==> src/rtl/sau_pkg.sv <==
// Shared types and index helpers for the SAU sequencer.
package sau_pkg;

  typedef enum logic [2:0] {
    IDLE  = 3'd0,
    CLEAR = 3'd1,
    FEED  = 3'd2,
    DRAIN = 3'd3,
    DONE  = 3'd4
  } sau_state_t;

  function automatic int feed_beats(input int n);
    return 2 * n - 1;
  endfunction

  function automatic int elem_idx(input int i, input int j, input int n);
    return i * n + j;
  endfunction

  function automatic int max_int(input int x, input int y);
    return (x > y) ? x : y;
  endfunction

endpackage

==> src/rtl/sau_skew_feeder.sv <==
// Combinational skew generator: for beat t, row lane i carries A[i][t-i] and
// column lane j carries B[t-j][j]; lanes outside their window are zero.
module sau_skew_feeder
  import sau_pkg::*;
#(
  parameter int MATRIX_SIZE = 2,
  parameter int DATA_SIZE   = 32,
  parameter int CNT_W       = 2
) (
  input  logic [MATRIX_SIZE*MATRIX_SIZE*DATA_SIZE-1:0] a_mat,
  input  logic [MATRIX_SIZE*MATRIX_SIZE*DATA_SIZE-1:0] b_mat,
  input  logic [CNT_W-1:0]                             beat,
  output logic [MATRIX_SIZE*DATA_SIZE-1:0]             row_in,
  output logic [MATRIX_SIZE*DATA_SIZE-1:0]             col_in
);

  always_comb begin
    row_in = '0;
    col_in = '0;
    for (int i = 0; i < MATRIX_SIZE; i++) begin
      if (int'(beat) >= i && int'(beat) - i < MATRIX_SIZE) begin
        row_in[i*DATA_SIZE +: DATA_SIZE] =
          a_mat[elem_idx(i, int'(beat) - i, MATRIX_SIZE)*DATA_SIZE +: DATA_SIZE];
        col_in[i*DATA_SIZE +: DATA_SIZE] =
          b_mat[elem_idx(int'(beat) - i, i, MATRIX_SIZE)*DATA_SIZE +: DATA_SIZE];
      end
    end
  end

endmodule

==> src/rtl/sau_sequencer.sv <==
// Sequences one output-stationary systolic array: clear, skewed feed, drain, capture, respond.
// Define SAU_PERF_EN to add perf_busy_cycles / perf_ops counters.
module sau_sequencer
  import sau_pkg::*;
#(
  parameter int MATRIX_SIZE  = 2,
  parameter int DATA_SIZE    = 32,
  parameter int TAG_WIDTH    = 8,
  parameter int DRAIN_CYCLES = 3
) (
  input  logic                                         clk,
  input  logic                                         reset,
  input  logic                                         req_valid,
  output logic                                         req_ready,
  input  logic [MATRIX_SIZE*MATRIX_SIZE*DATA_SIZE-1:0] req_a,
  input  logic [MATRIX_SIZE*MATRIX_SIZE*DATA_SIZE-1:0] req_b,
  input  logic [TAG_WIDTH-1:0]                         req_tag,
  output logic                                         sa_clear,
  output logic [MATRIX_SIZE*DATA_SIZE-1:0]             sa_in_a,
  output logic [MATRIX_SIZE*DATA_SIZE-1:0]             sa_in_b,
  input  logic [MATRIX_SIZE*MATRIX_SIZE*DATA_SIZE-1:0] sa_out,
  output logic                                         rsp_valid,
  input  logic                                         rsp_ready,
  output logic [MATRIX_SIZE*MATRIX_SIZE*DATA_SIZE-1:0] rsp_data,
  output logic [TAG_WIDTH-1:0]                         rsp_tag
`ifdef SAU_PERF_EN
  ,
  output logic [31:0]                                  perf_busy_cycles,
  output logic [31:0]                                  perf_ops
`endif
);

  localparam int MAT_W   = MATRIX_SIZE * MATRIX_SIZE * DATA_SIZE;
  localparam int FEED_N  = feed_beats(MATRIX_SIZE);
  localparam int CNT_MAX = max_int(FEED_N, DRAIN_CYCLES);
  localparam int CNT_W   = $clog2(CNT_MAX + 1);

  sau_state_t state, state_next;
  logic [CNT_W-1:0]     cnt, cnt_next;
  logic                 accept, capture;
  logic [MAT_W-1:0]     a_lat, b_lat;
  logic [TAG_WIDTH-1:0] tag_lat;
  logic [MATRIX_SIZE*DATA_SIZE-1:0] feed_a, feed_b;

  assign req_ready = (state == IDLE);
  assign rsp_valid = (state == DONE);

  always_comb begin
    state_next = state;
    cnt_next   = cnt;
    accept     = 1'b0;
    capture    = 1'b0;
    case (state)
      IDLE: begin
        if (req_valid) begin
          accept     = 1'b1;
          state_next = CLEAR;
        end
      end
      CLEAR: begin
        state_next = FEED;
        cnt_next   = '0;
      end
      FEED: begin
        if (cnt == CNT_W'(FEED_N - 1)) begin
          state_next = DRAIN;
          cnt_next   = '0;
        end else begin
          cnt_next = cnt + 1'b1;
        end
      end
      DRAIN: begin
        if (cnt == CNT_W'(DRAIN_CYCLES - 1)) begin
          state_next = DONE;
          capture    = 1'b1;
          cnt_next   = '0;
        end else begin
          cnt_next = cnt + 1'b1;
        end
      end
      DONE: begin
        if (rsp_ready) state_next = IDLE;
      end
      default: state_next = IDLE;
    endcase
  end

  // Feeder looks at the upcoming beat so the array edge registers carry beat t during FEED cycle t.
  sau_skew_feeder #(
    .MATRIX_SIZE (MATRIX_SIZE),
    .DATA_SIZE   (DATA_SIZE),
    .CNT_W       (CNT_W)
  ) u_feeder (
    .a_mat  (a_lat),
    .b_mat  (b_lat),
    .beat   (cnt_next),
    .row_in (feed_a),
    .col_in (feed_b)
  );

  always_ff @(posedge clk or negedge reset) begin
    if (!reset) begin
      state    <= IDLE;
      cnt      <= '0;
      a_lat    <= '0;
      b_lat    <= '0;
      tag_lat  <= '0;
      sa_clear <= 1'b0;
      sa_in_a  <= '0;
      sa_in_b  <= '0;
      rsp_data <= '0;
      rsp_tag  <= '0;
    end else begin
      state    <= state_next;
      cnt      <= cnt_next;
      sa_clear <= (state_next == CLEAR);
      sa_in_a  <= (state_next == FEED) ? feed_a : '0;
      sa_in_b  <= (state_next == FEED) ? feed_b : '0;
      if (accept) begin
        a_lat   <= req_a;
        b_lat   <= req_b;
        tag_lat <= req_tag;
      end
      if (capture) begin
        rsp_data <= sa_out;
        rsp_tag  <= tag_lat;
      end
    end
  end

`ifdef SAU_PERF_EN
  always_ff @(posedge clk or negedge reset) begin
    if (!reset) begin
      perf_busy_cycles <= '0;
      perf_ops         <= '0;
    end else begin
      if (state != IDLE) perf_busy_cycles <= perf_busy_cycles + 32'd1;
      if (state == DONE && rsp_ready) perf_ops <= perf_ops + 32'd1;
    end
  end
`endif

endmodule

==> config.mk <==
export PLATFORM = sky130hd
export DESIGN_NAME = sau_sequencer
export DESIGN_NICKNAME = d
export VERILOG_FILES = /design/src/rtl/sau_pkg.sv /design/src/rtl/sau_skew_feeder.sv /design/src/rtl/sau_sequencer.sv
export SDC_FILE = /design/constraint.sdc
export NUM_CORES = 1
export LEC_CHECK = 0
export CAP_MARGIN = 15
export CORE_AREA = 3 3 258 260
export DETAILED_ROUTE_END_ITERATION = 10
export DIE_AREA = 0 0 261 263
export PLACE_DENSITY_LB_ADDON = 0.08
export SLEW_MARGIN = 40
export SYNTH_ARGS = -nofsm -noshare
export SYNTH_HDL_FRONTEND = slang
export SYNTH_SLANG_ARGS = --single-unit
export TNS_END_PERCENT = 10
==> constraint.sdc <==
create_clock -name clk -period 3.3 [get_ports clk]
set_input_delay 0.66 -clock clk [delete_from_list [all_inputs] [get_ports clk]]
set_output_delay 0.66 -clock clk [all_outputs]
set_load 0.01 [all_outputs]
==> flow_summary.toml <==
[pwr]
leakagePower_uw = 0.0129
power_density_nw_per_um2 = 988
max-vdd-ir-drop_mv = 0.594

[timing]
maxSlewHeadroom = 0.557
rsz0062_at_grt = "false"
setup_viol = 0
tightest_slew_ps = 665
hold_viol_final = 0
fmax_mhz = 351
clock_skew_ps = 11.8
setup-tns-final_ps = 0
post-route-period-util = 0.864
slew_viol_final = 0
fin_crit_ps = 2850
holdWs_ps = 59.4

[logic_synthesis]
synth_ff_type = "dfrtp_1"
synth_area_leader_cell = "dfrtp_1"
synth-seq-cells = 534
netlist_instances = 1421
synth_fp_nets = 1818
synth_area_sq_um = 20700
ys_seq_area_frac = 0.646
netlist.area_leader.share = 0.646
synthTopCellsByCount = "dfrtp_1, mux2_2, nand2_1"
syn_area_per_cell_sq_um = 14.6
postSynth.asyncResetShare = 1.00
synth_area_leaders = "dfrtp_1, mux2_2, nand2_1"
yosysUniqueCellTypes = 35
synthMostInstantiatedCell = "dfrtp_1"
yosysWarnings = 0
synth-edff-count = 0

[global_route]
first_global_vias = 15000
track_usage = 0.198
overflow = 0
grt_pass1_wl_um = 102000
antenna_found_initial = 22
grt_max_degree = 85

[route]
num_vias = 14100
first_pass_iters = 4
m1WireLength_um = 27600
drc = 0
dr_wl_met3_um = 4870
vias_per_cell = 4.67
wl_met2_um = 34900
routed_wl_um = 68900
topRoutingLayerUsed = "met5"
dr.first_iter.drc_count = 641
wl_per_cell_um = 22.9
drtAntennaViolNets = 0

[placement]
gp_congestion = 0.803
io_buffers = 662
placed_area_sq_um = 28500
dp_hpwl_um = 50000

[worst_setup_path]
critical_path.endpoint_type = "output port"
cp_data_required_time_ps = 2640
startpoint_type = "flip-flop"
worst_r2r_path_depth = 7
r2r-end = "sa_in_b[11]$_DFF_PN0_"
cp_data_arrival_time_ps = 2190
r2r-start = "state[1]$_DFF_PN0_"
cp_max_fo = 10
r2r_setup_slack_ps = 840
path_class = "reg -> out"

[die]
io_pins = 663
fp.dieH_um = 263
row_count = 93
core-area_sq_um = 64300
dieArea_sq_um = 68600
die_w_um = 261
initial_utilization = 0.321

[cts]
clock_latency_ps = 600
postCtsSetupBuffers = 0
clkTransAtPathRegs_ps = 60
cts_hold_buffers = 0
numClockSinks = 534
ctsResizeCount = 0
numCtsBuffers = 60
cts_buffer_depth = 3
htree_levels = 2
cts_root_buf = "clkbuf_16"
cts_tree = "done"

[cells_and_area]
fin_area_sq_um = 30700
fin_nets = 2491
drive_gt1_frac = 0.265
area_growth_pct = 48.3

[worst_hold_path]
hold_class = "in -> async"

[status]
status = "finished clean"

[flow_run]
cap_violations = 0
placed cells by master (no fill, tap or decap), drive strengths merged, types with 2 or more instances in the layout:
cell / Yosys / layout
a211oi: 17 / 17
a21oi: 65 / 65
a22oi: 34 / 34
buf: 66 / 43
bufinv: 0 / 8
clkbuf: 27 / 91
clkdlybuf4s50: 0 / 661
clkinv: 0 / 8
dfrtp: 534 / 534
diode: 0 / 15
inv: 2 / 5
mux2: 400 / 400
mux2i: 48 / 48
nand2: 132 / 132
nand2b: 2 / 2
nor2: 38 / 38
nor2b: 3 / 3
nor3: 3 / 3
o21ai: 3 / 3
o22ai: 32 / 32
or2: 2 / 2
or3: 2 / 2
report_power, final:
group          switching, uW  internal, uW
Clock                   2730          4420
Combinational           5770          6310
Sequential              1540          9540
how the worst max path moves through the flow:
stage | from | to | slack [ps] | cells after the start
3_3_place_gp | state[1]$_DFF_PN0_ | sa_in_a[62]$_DFF_PN0_ | 790 | 7
3_5_place_dp | state[1]$_DFF_PN0_ | sa_in_b[2]$_DFF_PN0_ | 780 | 7
4_1_cts | state[1]$_DFF_PN0_ | req_ready | 380 | 2
2_1_floorplan | state[1]$_DFF_PN0_ | sa_in_a[50]$_DFF_PN0_ | 770 | 11
6_report | state[1]$_DFF_PN0_ | req_ready | 450 | 2
5_1_grt | state[1]$_DFF_PN0_ | req_ready | 260 | 2
cell type report:
type	count	area (sq um)
timing repair buffer	704	7210
antenna	15	37.5
inverter	2	10.0
sequential	534	13400
fill	5709	33700
clock inverter	19	307
multi-input combinational	792	6850
clock buffer	91	1830
tap	855	1070
layer usage:
metal	up-vias	GRT usage
met5	-	0
met4	16	0.0566
met3	96	0.0598
met2	380	0.335
met1	7210	0.243
li1	6365	-
logic make-up (layout without fill, tap and decap cells):
group	after synthesis	in the layout	synth area share
muxes	448	448	0.241
xor gates and xnor gates	1	1	0.000424
other	0	15	0
and+or+nand+nor	185	185	0.0354
adders and majority gates	1	1	0.000605
AOI/OAI and AO/OA	157	157	0.0514
DFF	534	534	0.646
buffers and inverters	95	816	0.0252
per-stage QoR:
step,util,setup slack [ps],power [uW],cells
3_3_place_gp,0.443,791,23300,2887
6_report,0.477,450,30300,3012
2_1_floorplan,-,767,17700,1421
3_5_place_dp,0.443,777,23500,2887
4_1_cts,0.476,378,30900,2997
5_1_grt,0.476,264,32200,3004
flip-flops by register name (all words and copies together), names as in the netlist:
register,count
sa_in_a,64
rsp_tag,8
sa_clear,1
tag_lat,8
sa_in_b,64
rsp_data,128
cnt,2
a_lat,128
state,3
b_lat,128
critical path, cell delays in order (launching register included):
cell             delay, ps
dfrtp_1                510
nor3_1                 360
clkdlybuf4s50_1        720
Power figures use the tool's default switching activity.
